**src/rtl/node_tick_gen.sv**
```systemverilog
// node_tick_gen: sequences a network test run (node reset, traffic window,
// cooldown, done) and produces a per-node tick enable with a programmable
// period and phase for every node.

module node_tick_gen #(
    parameter int NUM_NODES       = 9,
    parameter int CNT_W           = 8,
    parameter int RESET_CYCLES    = 20,
    parameter int RUN_CYCLES      = 10000,
    parameter int COOLDOWN_CYCLES = 5000,
    parameter int DEFAULT_PERIOD  = 4
) (
    input  logic                         clk,
    input  logic                         reset,
    input  logic                         start,
    input  logic                         cfg_we,
    input  logic [$clog2(NUM_NODES)-1:0] cfg_node,
    input  logic [CNT_W-1:0]             cfg_period,
    input  logic [CNT_W-1:0]             cfg_phase,
    output logic                         cfg_err,
    output logic [NUM_NODES-1:0]         tick,
    output logic                         node_reset,
    output logic                         send,
    output logic                         busy,
    output logic                         done,
    output logic [31:0]                  run_cycle
);

    // A zero-length window would never terminate, so it is stretched to one cycle.
    localparam int RST_LEN  = (RESET_CYCLES    < 1) ? 1 : RESET_CYCLES;
    localparam int RUN_LEN  = (RUN_CYCLES      < 1) ? 1 : RUN_CYCLES;
    localparam int COOL_LEN = (COOLDOWN_CYCLES < 1) ? 1 : COOLDOWN_CYCLES;
    localparam int MAX_A    = (RST_LEN > RUN_LEN) ? RST_LEN : RUN_LEN;
    localparam int MAX_LEN  = (MAX_A > COOL_LEN) ? MAX_A : COOL_LEN;
    localparam int DUR_W    = $clog2(MAX_LEN + 1);

    localparam logic [DUR_W-1:0] RST_LAST  = DUR_W'(RST_LEN - 1);
    localparam logic [DUR_W-1:0] RUN_LAST  = DUR_W'(RUN_LEN - 1);
    localparam logic [DUR_W-1:0] COOL_LAST = DUR_W'(COOL_LEN - 1);
    localparam logic [CNT_W-1:0] PERIOD_RST = CNT_W'(DEFAULT_PERIOD);
    localparam logic [31:0]      RC_MAX     = '1;

    typedef enum logic [2:0] {
        IDLE,
        NRST,
        RUN,
        COOL,
        DONE
    } state_t;

    state_t                 state_q, state_d;
    logic [DUR_W-1:0]       durCnt_q, durCnt_d;
    logic [CNT_W-1:0]       period_q [NUM_NODES];
    logic [CNT_W-1:0]       period_d [NUM_NODES];
    logic [CNT_W-1:0]       phase_q  [NUM_NODES];
    logic [CNT_W-1:0]       phase_d  [NUM_NODES];
    logic [CNT_W-1:0]       count_q  [NUM_NODES];
    logic [CNT_W-1:0]       count_d  [NUM_NODES];
    logic [NUM_NODES-1:0]   tick_q, tick_d;
    logic                   nodeReset_q, send_q, busy_q, done_q, cfgErr_q;
    logic [31:0]            runCycle_q;

    logic                   cfgHit, cfgValid, cfgAccept, launch;
    logic                   activeQ, activeD;

    assign cfgHit    = (state_q == IDLE) && cfg_we;
    assign cfgValid  = (int'(cfg_node) < NUM_NODES) && (cfg_period != '0) &&
                       (cfg_phase < cfg_period);
    assign cfgAccept = cfgHit && cfgValid;
    assign launch    = (state_q == IDLE) && start;
    assign activeQ   = (state_q == NRST) || (state_q == RUN) || (state_q == COOL);
    assign activeD   = (state_d == NRST) || (state_d == RUN) || (state_d == COOL);

    // Sequencer next state: each timed state counts its own length from zero.
    always_comb begin
        state_d  = state_q;
        durCnt_d = durCnt_q;
        case (state_q)
            IDLE: begin
                if (start) begin
                    state_d  = NRST;
                    durCnt_d = '0;
                end
            end
            NRST: begin
                if (durCnt_q == RST_LAST) begin
                    state_d  = RUN;
                    durCnt_d = '0;
                end else begin
                    durCnt_d = durCnt_q + DUR_W'(1);
                end
            end
            RUN: begin
                if (durCnt_q == RUN_LAST) begin
                    state_d  = COOL;
                    durCnt_d = '0;
                end else begin
                    durCnt_d = durCnt_q + DUR_W'(1);
                end
            end
            COOL: begin
                if (durCnt_q == COOL_LAST) begin
                    state_d  = DONE;
                    durCnt_d = '0;
                end else begin
                    durCnt_d = durCnt_q + DUR_W'(1);
                end
            end
            DONE: begin
                state_d = IDLE;
            end
            default: begin
                state_d  = IDLE;
                durCnt_d = '0;
            end
        endcase
    end

    // Per-node config, phase counter and next tick; ticks use the post-write config.
    always_comb begin
        tick_d = '0;
        for (int i = 0; i < NUM_NODES; i++) begin
            period_d[i] = period_q[i];
            phase_d[i]  = phase_q[i];
            count_d[i]  = count_q[i];
            if (cfgAccept && (int'(cfg_node) == i)) begin
                period_d[i] = cfg_period;
                phase_d[i]  = cfg_phase;
            end
            if (launch) begin
                count_d[i] = '0;
            end else if (activeQ) begin
                if (count_q[i] >= period_q[i] - CNT_W'(1)) begin
                    count_d[i] = '0;
                end else begin
                    count_d[i] = count_q[i] + CNT_W'(1);
                end
            end
            tick_d[i] = activeD && (count_d[i] == phase_d[i]);
        end
    end

    // State, per-node registers and registered outputs; reset wins over everything.
    always_ff @(posedge clk) begin
        if (reset) begin
            state_q     <= IDLE;
            durCnt_q    <= '0;
            tick_q      <= '0;
            nodeReset_q <= 1'b0;
            send_q      <= 1'b0;
            busy_q      <= 1'b0;
            done_q      <= 1'b0;
            cfgErr_q    <= 1'b0;
            runCycle_q  <= '0;
            for (int i = 0; i < NUM_NODES; i++) begin
                period_q[i] <= PERIOD_RST;
                phase_q[i]  <= '0;
                count_q[i]  <= '0;
            end
        end else begin
            state_q     <= state_d;
            durCnt_q    <= durCnt_d;
            tick_q      <= tick_d;
            nodeReset_q <= (state_d == NRST);
            send_q      <= (state_d == RUN);
            busy_q      <= (state_d != IDLE);
            done_q      <= (state_d == DONE);
            cfgErr_q    <= cfgHit && !cfgValid;
            if (launch) begin
                runCycle_q <= '0;
            end else if ((state_q == RUN) && (runCycle_q != RC_MAX)) begin
                runCycle_q <= runCycle_q + 32'd1;
            end
            for (int i = 0; i < NUM_NODES; i++) begin
                period_q[i] <= period_d[i];
                phase_q[i]  <= phase_d[i];
                count_q[i]  <= count_d[i];
            end
        end
    end

    assign tick       = tick_q;
    assign node_reset = nodeReset_q;
    assign send       = send_q;
    assign busy       = busy_q;
    assign done       = done_q;
    assign cfg_err    = cfgErr_q;
    assign run_cycle  = runCycle_q;

endmodule

```
**config.mk**
```make
export PLATFORM = sky130hd
export DESIGN_NAME = node_tick_gen
export DESIGN_NICKNAME = d
export VERILOG_FILES = /design/src/rtl/node_tick_gen.sv
export SDC_FILE = /design/constraint.sdc
export NUM_CORES = 1
export LEC_CHECK = 0
export CAP_MARGIN = 40
export CORE_MARGIN = 1.5
export CORE_UTILIZATION = 50
export CTS_CLUSTER_SIZE = 14
export DETAILED_ROUTE_END_ITERATION = 7
export PLACE_DENSITY = 0.68
export SLEW_MARGIN = 0
export SYNTH_ARGS = -nofsm -noshare
export SYNTH_HDL_FRONTEND = slang
export SYNTH_SLANG_ARGS = --single-unit
export TNS_END_PERCENT = 5
```
**constraint.sdc**
```tcl
create_clock -name clk -period 5.9 [get_ports clk]
set_input_delay 1.18 -clock clk [delete_from_list [all_inputs] [get_ports clk]]
set_output_delay 1.18 -clock clk [all_outputs]
set_load 0.05 [all_outputs]
```
## Yosys cells after proc, flatten, opt, wreduce, memory -nomap -nowiden

Memory sizes are Yosys's and may differ from the RTL's.
Cells that the tools add are included.

- Multiply operators: 0
- $add $sub $neg: 20
- Shifts and indexed selects: 0
- Mux-type cells: 85
- Reductions and logical operators: 36
- Order comparisons: 11
- Eq/ne operators: 30
- Bitwise gates (word level): 28
- Div/mod/pow operators: 0

Operators by type and width:

| cell | number |
|---|---|
| 8-bit 2-to-1 mux | 72 |
| 8-bit by 1-bit adder with 8-bit output (second input constant) | 9 |
| 8-bit equality test | 9 |
| 8-bit >= comparator | 9 |
| 8-bit by 1-bit subtractor with 8-bit output (second input constant) | 9 |
| 14-bit one-hot mux with 5 select lines | 1 |
| 14-bit 2-to-1 mux | 4 |
| 32-bit by 1-bit adder with 32-bit output (second input constant) | 1 |
| 32-bit inequality test (second input constant) | 1 |
| 1-bit OR | 27 |
| 1-bit logical AND | 25 |
| 4-bit equality test (second input constant) | 5 |
| 14-bit by 1-bit adder with 14-bit output (second input constant) | 1 |
| 14-bit by 13-bit equality test with 1-bit output (second input constant) | 1 |
| 14-bit equality test (second input constant) | 1 |
| 14-bit by 5-bit equality test with 1-bit output (second input constant) | 1 |
| 3-bit by 2-bit equality test with 1-bit output (second input constant) | 4 |
| 3-bit 2-to-1 mux | 4 |
| 3-bit one-hot mux with 4 select lines | 1 |
| 4-bit by 3-bit equality test with 1-bit output (second input constant) | 2 |
| 8-bit < comparator | 1 |
| 8-bit nonzero test | 1 |
| 3-bit by 1-bit equality test with 1-bit output (second input constant) | 2 |
| 3-bit equality test (second input constant) | 2 |
| other kinds (12) | 17 |

- Input bits: 24
- Register bits: 63
- Bits in latches: 0
- Logic and storage cells: 222
- Output and inout port bits: 46
- Memories kept: 3
- Bits in read-only memories: 0
- RAM bits: 216

Memory list:

| name | words | width | read ports | clocked after memory_dff | write ports | RTL line | text |
|---|---|---|---|---|---|---|---|
| count_q | 9 | 8 | 9 | 0 | 9 | 57 | `logic [CNT_W-1:0] count_q [NUM_NODES];` |
| period_q | 9 | 8 | 9 | 0 | 9 | 53 | `logic [CNT_W-1:0] period_q [NUM_NODES];` |
| phase_q | 9 | 8 | 9 | 0 | 9 | 55 | `logic [CNT_W-1:0] phase_q [NUM_NODES];` |

## Longest topological paths before layout

Gate-level depths: netlist of the first run.

- Depth after elaboration: 8
- Gate-level depth with buffers: 15
- Mapped depth without buffers: 14

## Worst setup path before layout of the first run

OpenSTA, ideal clock, no wires.

- Kind: in2reg
- Start point: input cfg_period[1]
- End point: register tick_q[7], in the netlist tick[7]
- Stages: 11
- Setup time: 115 ps
- Arrival time: 4152 ps
- Data required time: 5785 ps
- Path buffers: 1
- Slack: 1634 ps
- Cell sequence: clkbuf_1 > inv_1 > ha_1 > o21ai_0 > a31oi_1 > o31ai_2 > nand3_2 > mux2_2 > xnor2_1 > or4_1 > a2111oi_0

- Longest elaborated chain between the ends: 8
- Elaborated cells between the ends (all ways): 9
- Those cells by class: order compare: 1; eq/ne: 1; mux: 1; reduce/logical: 6

RTL lines:

| element | RTL line | text |
|---|---|---|
| start: declaration | 18 | `input logic [CNT_W-1:0] cfg_period,` |
| parallel branches: the longest is 2 deep, another holds 8-bit < comparator | n/a |  |
| 1-bit logical AND * | 67 | `assign cfgValid = (int'(cfg_node) < NUM_NODES) && (cfg_period != '0) &&` |
| 1-bit logical AND * | 69 | `assign cfgAccept = cfgHit && cfgValid;` |
| 1-bit logical AND * | 126 | `if (cfgAccept && (int'(cfg_node) == i)) begin` |
| 8-bit 2-to-1 mux * | 126 |  |
| 8-bit equality test * | 139 | `tick_d[i] = activeD && (count_d[i] == phase_d[i]);` |
| 1-bit logical AND * | 139 |  |
| end signal: assignment | 163 | `tick_q <= tick_d;` |
| end: declaration | 59 | `logic [NUM_NODES-1:0] tick_q, tick_d;` |

Mark *: on every way between the ends.
A chain may end at the register's enable or synchronous reset.

## Worst setup path after layout of the first run

- Start point: input cfg_period[3]
- End point: register tick_q[0], in the netlist tick[0]

The elaborated chain is that of the path after synthesis.

==> results_dict.tcl, run 1 <==
set metrics [dict create \
    wl_per_cell_um 18.0 \
    p_per_area_nw_per_um2 245 \
    rr_startpoint "state_q[1]" \
    leakage_nw 7.10 \
    vias 13800 \
    startpoint_type "input port" \
    clkPwrFrac 0.470 \
    wl_met3_um 2280 \
    fin_crit_ps 4560 \
    setup_violations 0 \
    synthTopCellsByArea "dfxtp_1 (36%), ha_1 (7.9%), xnor2_1 (5.8%)" \
    cap_violations 0 \
    synthMuxAreaShare 0.0435 \
    fmax_mhz 219 \
    syn_area_um2 15700 \
    fin_nets 2061 \
    io_buffers 69 \
    start_util 0.510 \
    clk_path_buf_depth 3 \
    stdcell_count 2358 \
    area_growth_pct 14.4 \
    postPlaceCellArea_um2 16800 \
    grt_max_degree 119 \
    final_cell_area_um2 17900 \
    wl_met1_um 19000 \
    synth-xor-area-share 0.101 \
    die_h_um 180 \
    synth_compound_area_frac 0.130 \
    antenna_found_initial 1 \
    place_inst 2301 \
    relSlewSlack 0.411 \
    end_kind "register" \
    cts_setup_buffers 0 \
    final_layout_size_suffix_gt1_frac 0.0643 \
    die_x_um 180 \
    synth_cell_types 79 \
    hp-class "register to register" \
    period_share 0.774 \
    ys_seq_elements 279 \
    worstPathArrival_ps 5010 \
    drc 0 \
    hold_buffers 0 \
    status "completed" \
    required_ps 6340 \
    rows 64 \
    finalClockSkew_ps 11.3 \
    cts_buffers 31 \
    dr.max_layer_used "met4" \
    p_sw_w 0.00108 \
    cts.htree.levels 1 \
    avgSynthCellArea_um2 8.29 \
    slew_viol_final 0 \
    routed_wl_um 42300 \
    grt_pass1_wl_um 68700 \
    place_hpwl_um 29500 \
    hold_violations 0 \
    cts_tree "done" \
    ys.flop_type "dfxtp_1" \
    clkLatencyLatePin_ps 570 \
    synth-edff-count 0 \
    core_um2 30700 \
    ys_top_cells_by_count "dfxtp_1 (279), nand2_1 (219), nor2_1 (205)" \
    yosys.area_share.simple 0.253 \
    grt_setup_unrepaired "false" \
    vdd_drop_max_v 0.000230 \
    cts.sinks 279 \
    p_seq_frac 0.439 \
    hold_start "phase_q[0][61]" \
    gp_congestion 0.904 \
    tightest_slew_ps 883 \
    yosysSeqAreaShare 0.357 \
    crit_start "cfg_period[3]" \
    dr.pass1.iters 5 \
    syn_inst 1887 \
    drt_iter0_markers 1158 \
    grt_pass1_vias 12900 \
    overflow 0 \
    ioPinCount 70 \
    gr-usage-all-layers 0.257 \
    p_comb_frac 0.091 \
    worst-path-max-fanout 20 \
    yosys.area.top_type "dfxtp_1" \
    dieArea_um2 32400 \
    drt.antenna.violating_nets 0 \
    swShare 0.246 \
    synthAdderAreaFrac 0.0791 \
    vias_per_cell 5.85 \
    wl_met2_um 20000 \
    synth_top_family_by_area "simple AND/OR/NAND/NOR gates" \
    crit_type "input port to register" \
    timing.setup.tns_ps 0 \
    ys.warnings.count 0 \
    syn_nets 2010 \
    clk_pin_slew_ps 60 \
    synth_top_area_frac 0.357 \
    cts_resized 0 \
    yosysMostFrequentCell "dfxtp_1" \
    p_int_w 0.00330 \
    cts_root_buf "clkbuf_16" \
    ys_async_sr_fraction 0 \
]
[power by group through the flow]
stage	combinational, W	clock (W)	sequential, W
after floorplan	0.000220	0	0.00199
after global placement	0.000380	0	0.00197
after detailed placement	0.000393	0	0.00197
after CTS	0.000395	0.00210	0.00193
after global routing	0.000427	0.00218	0.00193
final	0.000397	0.00206	0.00193
[layout by cell type, fill, tap and decap left out, types with 27 or more instances in the layout]
cell type and n:
dfxtp_1 279, nand2_1 219, nor2_1 204, a21oi_1 134
xnor2_1 104, ha_1 99, nor3_1 97, xor2_1 77
clkdlybuf4s50_1 68, mux2i_1 57, nand3_1 54, inv_1 49
o21ai_0 44, nand4_1 41, buf_4 37, and3_1 32
clkbuf_16 31, o211ai_1 27
[stage by stage]
stage | power [W] | setup WS, ps | hold slack, ps | utilization
finish | 0.00438 | 1340 | 466 | 0.584
global route | 0.00454 | 1120 | 492 | 0.583
CTS | 0.00442 | 1380 | 461 | 0.583
detailed placement | 0.00236 | 825 | 453 | 0.548
global placement | 0.00235 | 916 | 449 | 0.545
floorplan | 0.00221 | 1630 | 436 | -
[layout make-up]
type,instances,area [um2]
clock buffer,47,946
multi-input combinational,1467,9500
sequential,279,5590
inverter,50,188
clock inverter,9,151
fill,2789,12800
tap,396,495
timing repair buffer,109,1030
antenna,1,2.50
[cell families (layout without fill, tap and decap cells)]
kind of cell,count (synthesis),count (layout)
fa+ha+maj,99,99
mux,66,66
flops,279,279
other cells,0,1
compound gates,317,317
buf+inv,141,215
xor+xnor,181,181
simple gates,804,804
[registers in the layout, indices dropped and copies added, names as in the netlist, 3 cells and up]
name       count
state_q        3
count_q       72
period_q      72
run_cycle     32
tick           9
phase_q       72
durCnt_q      14
[critical path, stage by stage]
cell and delay (ps):
clkdlybuf4s50_1 860, inv_1 140, ha_1 270, o31a_1 570, nor3_4 780, mux2i_1 520, mux2_4 350, a32oi_2 230
a2111oi_2 90
[metal layers]
metal  up-vias  GRT usage
li1       6790          -
met5         -          0
met2       370      0.434
met1      6558      0.347
met4         0     0.0743
met3        70     0.0292
[final timing paths]
check / slack (ps) / cells past startpoint / to
hold reg to reg: 470 / 2 / phase_q[0][61]
setup / recovery: 1340 / 9 / tick[0]
setup reg to reg: 2060 / 8 / tick[7]
hold / removal: 470 / 2 / phase_q[0][61]
No activity file was read; power rests on OpenSTA's default activity.
==> inputs of run 2 (changes only) <==
PLACE_DENSITY = 0.71   (was 0.68)
clock period = 4 ns   (was 5.9 ns; I/O delays follow)
==> results_dict.tcl, run 2 (synthesis gave the netlist of run 1 again) <==
set metrics [dict create \
    status "completed" \
    dr.max_layer_used "met4" \
    hold_buffers 0 \
    hp-class "register to register" \
    place_hpwl_um 31100 \
    overflow 0 \
    hold_violations 0 \
    vdd_drop_max_v 0.000288 \
    vias_per_cell 5.84 \
    timing.setup.tns_ps 0 \
    finalClockSkew_ps 20.5 \
    swShare 0.249 \
    fin_nets 2129 \
    core_um2 30700 \
    setup_violations 0 \
    cap_violations 0 \
    regArea_um2 5590 \
    place_inst 2366 \
    required_ps 4390 \
    clk_pin_slew_ps 60 \
    wl_met2_um 20800 \
    grt_pass1_wl_um 70100 \
    gr-usage-all-layers 0.265 \
    startpoint_type "input port" \
    relSlewSlack 0.435 \
    dieArea_um2 32400 \
    p_int_w 0.00505 \
    r2r_cells 11 \
    hold_start "period_q[0][15]" \
    slowest_stage "clkdlybuf4s50_1" \
    grt_max_degree 128 \
    cp_cell_sequence "clkdlybuf4s50_1 > inv_1 > ha_1 > o21ai_0 > a31oi_1 > o31a_1 > or4_1 > buf_4 > mux2i_1 > buf_4 > nor3_1 > o211ai_1 > a211oi_1" \
    wl_met3_um 2200 \
    die_x_um 180 \
    rows 64 \
    worst-path-max-fanout 17 \
    multi_input_area_um2 9500 \
    end_kind "register" \
    r2r_end "tick[7]" \
    cts.htree.levels 2 \
    tightest_slew_ps 847 \
    p_comb_frac 0.093 \
    reg_top3 "count_q (72), period_q (72), phase_q (72)" \
    gp_congestion 0.966 \
    cts_tree "done" \
    p_seq_frac 0.423 \
    cts_setup_buffers 0 \
    grt_pass1_vias 13400 \
    final_cell_mix "dfxtp_1 (279), nand2_1 (219), nor2_1 (204)" \
    slew_viol_final 0 \
    clk_path_buf_depth 3 \
    cts.sinks 279 \
    die_h_um 180 \
    crit_type "input port to register" \
    grt_setup_unrepaired "false" \
    wl_per_cell_um 18.0 \
    clkPwrFrac 0.483 \
    fin_crit_ps 3590 \
    cts_resized 0 \
    reg2reg_slack_ps 510 \
    cts_buffers 34 \
    drt_iter0_markers 947 \
    vias 14200 \
    rr_startpoint "period_q[0][58]" \
    p_per_area_nw_per_um2 363 \
    io_buffers 69 \
    fmax_mhz 279 \
    final.fill_count 2686 \
    dp_slack_ps -58.1 \
    period_share 0.897 \
    min_path_cells 2 \
    min_to "period_q[0][15]" \
    cts_root_buf "clkbuf_16" \
    leakage_nw 7.47 \
    wl_met1_um 19100 \
    timing.critical_path.buf_inv 4 \
    area_growth_pct 18.2 \
    stdcell_count 2428 \
    slowest_delay_ps 580 \
    cp_top_family "buffers and inverters" \
    ioPinCount 70 \
    layout_commonest_cell "dfxtp_1" \
    clkLatencyLatePin_ps 520 \
    drc 0 \
    start_util 0.510 \
    routed_wl_um 43800 \
    dr.pass1.iters 6 \
    antenna_found_initial 0 \
    p_sw_w 0.00167 \
    fin_ws_ps 410 \
    drt.antenna.violating_nets 0 \
    worstPathArrival_ps 3980 \
    final_layout_size_suffix_gt1_frac 0.0975 \
    cpMostUsedCell "buf_4" \
]
## run 2: cell types whose count changed in the layout (fill, tap and decap cells not counted)
cell,before,now
buf_16,2,0
clkbuf_8,11,8
clkinvlp_4,1,0
buf_4,37,101
bufinv_16,4,3
clkinv_2,3,8
buf_2,1,0
clkbuf_1,5,3
clkbuf_16,31,37
buf_12,0,4
clkinv_4,0,1
## run 2: worst reg2reg max path, delay by kind of cell, from the launching register on
| family | cells | cell delay [ps] |
|---|---|---|
| DFF | 1 | 340 |
| adders and majority gates | 1 | 270 |
| and+or+nand+nor | 5 | 1340 |
| AOI/OAI and AO/OA | 4 | 1230 |
| xor gates and xnor gates | 1 | 170 |
## run 2: power by group through the flow
| stage | clock network, W | registers [W] | logic [W] |
|---|---|---|---|
| after floorplan | 0 | 0.00294 | 0.000324 |
| after global placement | 0 | 0.00290 | 0.000608 |
| after detailed placement | 0 | 0.00291 | 0.000617 |
| after CTS | 0.00330 | 0.00284 | 0.000621 |
| after global routing | 0.00340 | 0.00285 | 0.000670 |
| final | 0.00325 | 0.00284 | 0.000626 |
## run 2: layout make-up
cell class                 count  share of cell area
clock buffer                  48              0.0566
multi-input combinational   1467               0.514
timing repair buffer         174              0.0827
sequential                   279               0.302
clock inverter                13             0.00798
antenna                        1            0.000135
inverter                      50              0.0101
tap                          396              0.0268
## run 2: metrics by stage
stage | total power [W] | cell area, um2 | hold slack, ps | util
after floorplan | 0.00326 | 15700 | 436 | -
after global placement | 0.00351 | 17300 | 447 | 0.564
after detailed placement | 0.00352 | 17300 | 457 | 0.564
after CTS | 0.00676 | 18500 | 466 | 0.603
after global routing | 0.00692 | 18500 | 472 | 0.603
final | 0.00672 | 18500 | 467 | 0.603
## run 2: how the worst max path moves through the flow
| stage | startpoint | to | depth (start not counted) | slack [ps] |
|---|---|---|---|---|
| after floorplan | cfg_period[1] | tick[7] | 11 | 110 |
| after global placement | cfg_period[3] | tick[2] | 12 | -50 |
| after detailed placement | cfg_period[5] | tick[0] | 12 | -60 |
| after CTS | cfg_period[1] | tick[2] | 12 | 440 |
| after global routing | period_q[0][58] | tick[7] | 11 | 180 |
| final | cfg_period[1] | tick[2] | 13 | 410 |
## run 2: metal layers
metal | GRT usage | vias up
li1 | - | 6922
met4 | 0.109 | 0
met1 | 0.338 | 6747
met2 | 0.448 | 387
met3 | 0.0389 | 116
met5 | 0 | -
==> inputs of run 3 (changes only) <==
CORE_ASPECT_RATIO = 1.75   (was default)
==> results_dict.tcl, run 3 (synthesis gave the netlist of run 1 again) <==
set metrics [dict create \
    dieArea_um2 32400 \
    cts_resized 0 \
    worstPathArrival_ps 4110 \
    die_x_um 137 \
    dr.pass1.iters 5 \
    hold_buffers 0 \
    cts.sinks 279 \
    fin_crit_ps 3660 \
    final_layout_size_suffix_gt1_frac 0.0959 \
    min_path_cells 2 \
    clk_pin_slew_ps 60 \
    area_growth_pct 17.2 \
    grt_setup_unrepaired "false" \
    drt_iter0_markers 770 \
    hold_start "phase_q[0][61]" \
    final_cell_mix "dfxtp_1 (279), nand2_1 (219), nor2_1 (204)" \
    gp_congestion 0.968 \
    drt.antenna.violating_nets 0 \
    fmax_mhz 274 \
    clkLatencyLatePin_ps 580 \
    ioPinCount 70 \
    slew_viol_final 0 \
    cts_buffers 28 \
    p_comb_frac 0.104 \
    p_sw_w 0.00160 \
    rows 85 \
    swShare 0.259 \
    vias_per_cell 5.90 \
    clkPwrFrac 0.436 \
    drc 0 \
    fin_ws_ps 344 \
    fin_nets 2136 \
    holdWs_ps 469 \
    grt_pass1_vias 13900 \
    period_share 0.914 \
    rr_startpoint "period_q[0][42]" \
    startpoint_type "input port" \
    p_seq_frac 0.460 \
    layout_commonest_cell "dfxtp_1" \
    io_buffers 69 \
    grt_max_degree 85 \
    hold_violations 0 \
    relSlewSlack 0.468 \
    cts_root_buf "clkbuf_16" \
    cts_setup_buffers 0 \
    reg_top3 "count_q (72), period_q (72), phase_q (72)" \
    status "completed" \
    end_kind "register" \
    worst-path-max-fanout 5 \
    required_ps 4460 \
    p_int_w 0.00458 \
    crit_type "input port to register" \
    antenna_cells 0 \
    vias 14300 \
    cts_tree "done" \
    tightest_slew_ps 796 \
    overflow 0 \
    routed_wl_um 44800 \
    wl_per_cell_um 18.5 \
    cts.htree.levels 1 \
    total_power_w 0.00618 \
    hp-class "register to register" \
    die_h_um 237 \
    crit_start "cfg_period[5]" \
    setup_violations 0 \
    r2r_cells 12 \
    start_util 0.509 \
    grt_pass1_wl_um 70800 \
    antenna_found_initial 0 \
    core_um2 30700 \
    final.fill_count 2744 \
    cap_violations 0 \
    finalClockSkew_ps 21.3 \
    p_per_area_nw_per_um2 337 \
    dp_slack_ps -189 \
    place_hpwl_um 33200 \
    leakage_nw 7.40 \
    gr-usage-all-layers 0.276 \
    vdd_drop_max_v 0.000358 \
    clk_path_buf_depth 3 \
]
[run 3: cell count changes in the layout (fill, tap and decap cells not counted), sizes merged]
cell,previous run,this run
diode,1,0
bufinv,3,2
clkinv,10,4
buf,106,119
clkbuf,48,43
clkinvlp,0,2
[run 3: critical path, cell delays in order]
cell and delay, ps:
clkdlybuf4s50_1 570, inv_1 110, ha_1 320, a211o_1 270, o211a_1 140, or4_4 470
nor3_4 290, mux2i_1 400, buf_4 190, xnor2_1 150, a32oi_2 100, a2111oi_2 310
[run 3: power groups by stage]
stage	logic [W]	clock network, W	registers, W
after CTS	0.000635	0.00273	0.00284
final	0.000641	0.00269	0.00284
after global placement	0.000617	0	0.00290
after detailed placement	0.000631	0	0.00290
after global routing	0.000682	0.00284	0.00284
after floorplan	0.000324	0	0.00294
[run 3: final cells by class]
cell class | instances | area [um2] | share of cell area
inverters | 50 | 188 | 0.0102
clock buffers | 43 | 817 | 0.0445
multi-input cells | 1467 | 9500 | 0.518
repair buffers | 187 | 1650 | 0.0900
clock inverters | 8 | 116 | 0.00634
well taps | 391 | 489 | 0.0267
flip-flops and latches | 279 | 5590 | 0.304
[run 3: routing by layer]
metal  vias to the layer above  GRT usage  routed length [um]
met2                       395      0.504               23000
li1                       6924          -                   -
met5                         -          0                   0
met3                       141     0.0325                2060
met4                         0      0.147                2580
met1                      6855      0.306               17100
[run 3: final timing paths]
kind	end	slack (ps)
hold / removal	phase_q[0][61]	470
setup reg to reg	tick[5]	570
setup / recovery	tick[0]	340
hold reg to reg	phase_q[0][61]	470
[run 3: per-stage QoR]
stage | instance area (um2) | instances | setup TNS (ps) | util
CTS | 18300 | 2425 | 0 | 0.597
global placement | 17400 | 2371 | -199 | 0.565
detailed placement | 17400 | 2374 | -470 | 0.566
floorplan | 15700 | 1887 | 0 | -
global route | 18300 | 2425 | 0 | 0.597
finish | 18300 | 2425 | 0 | 0.597
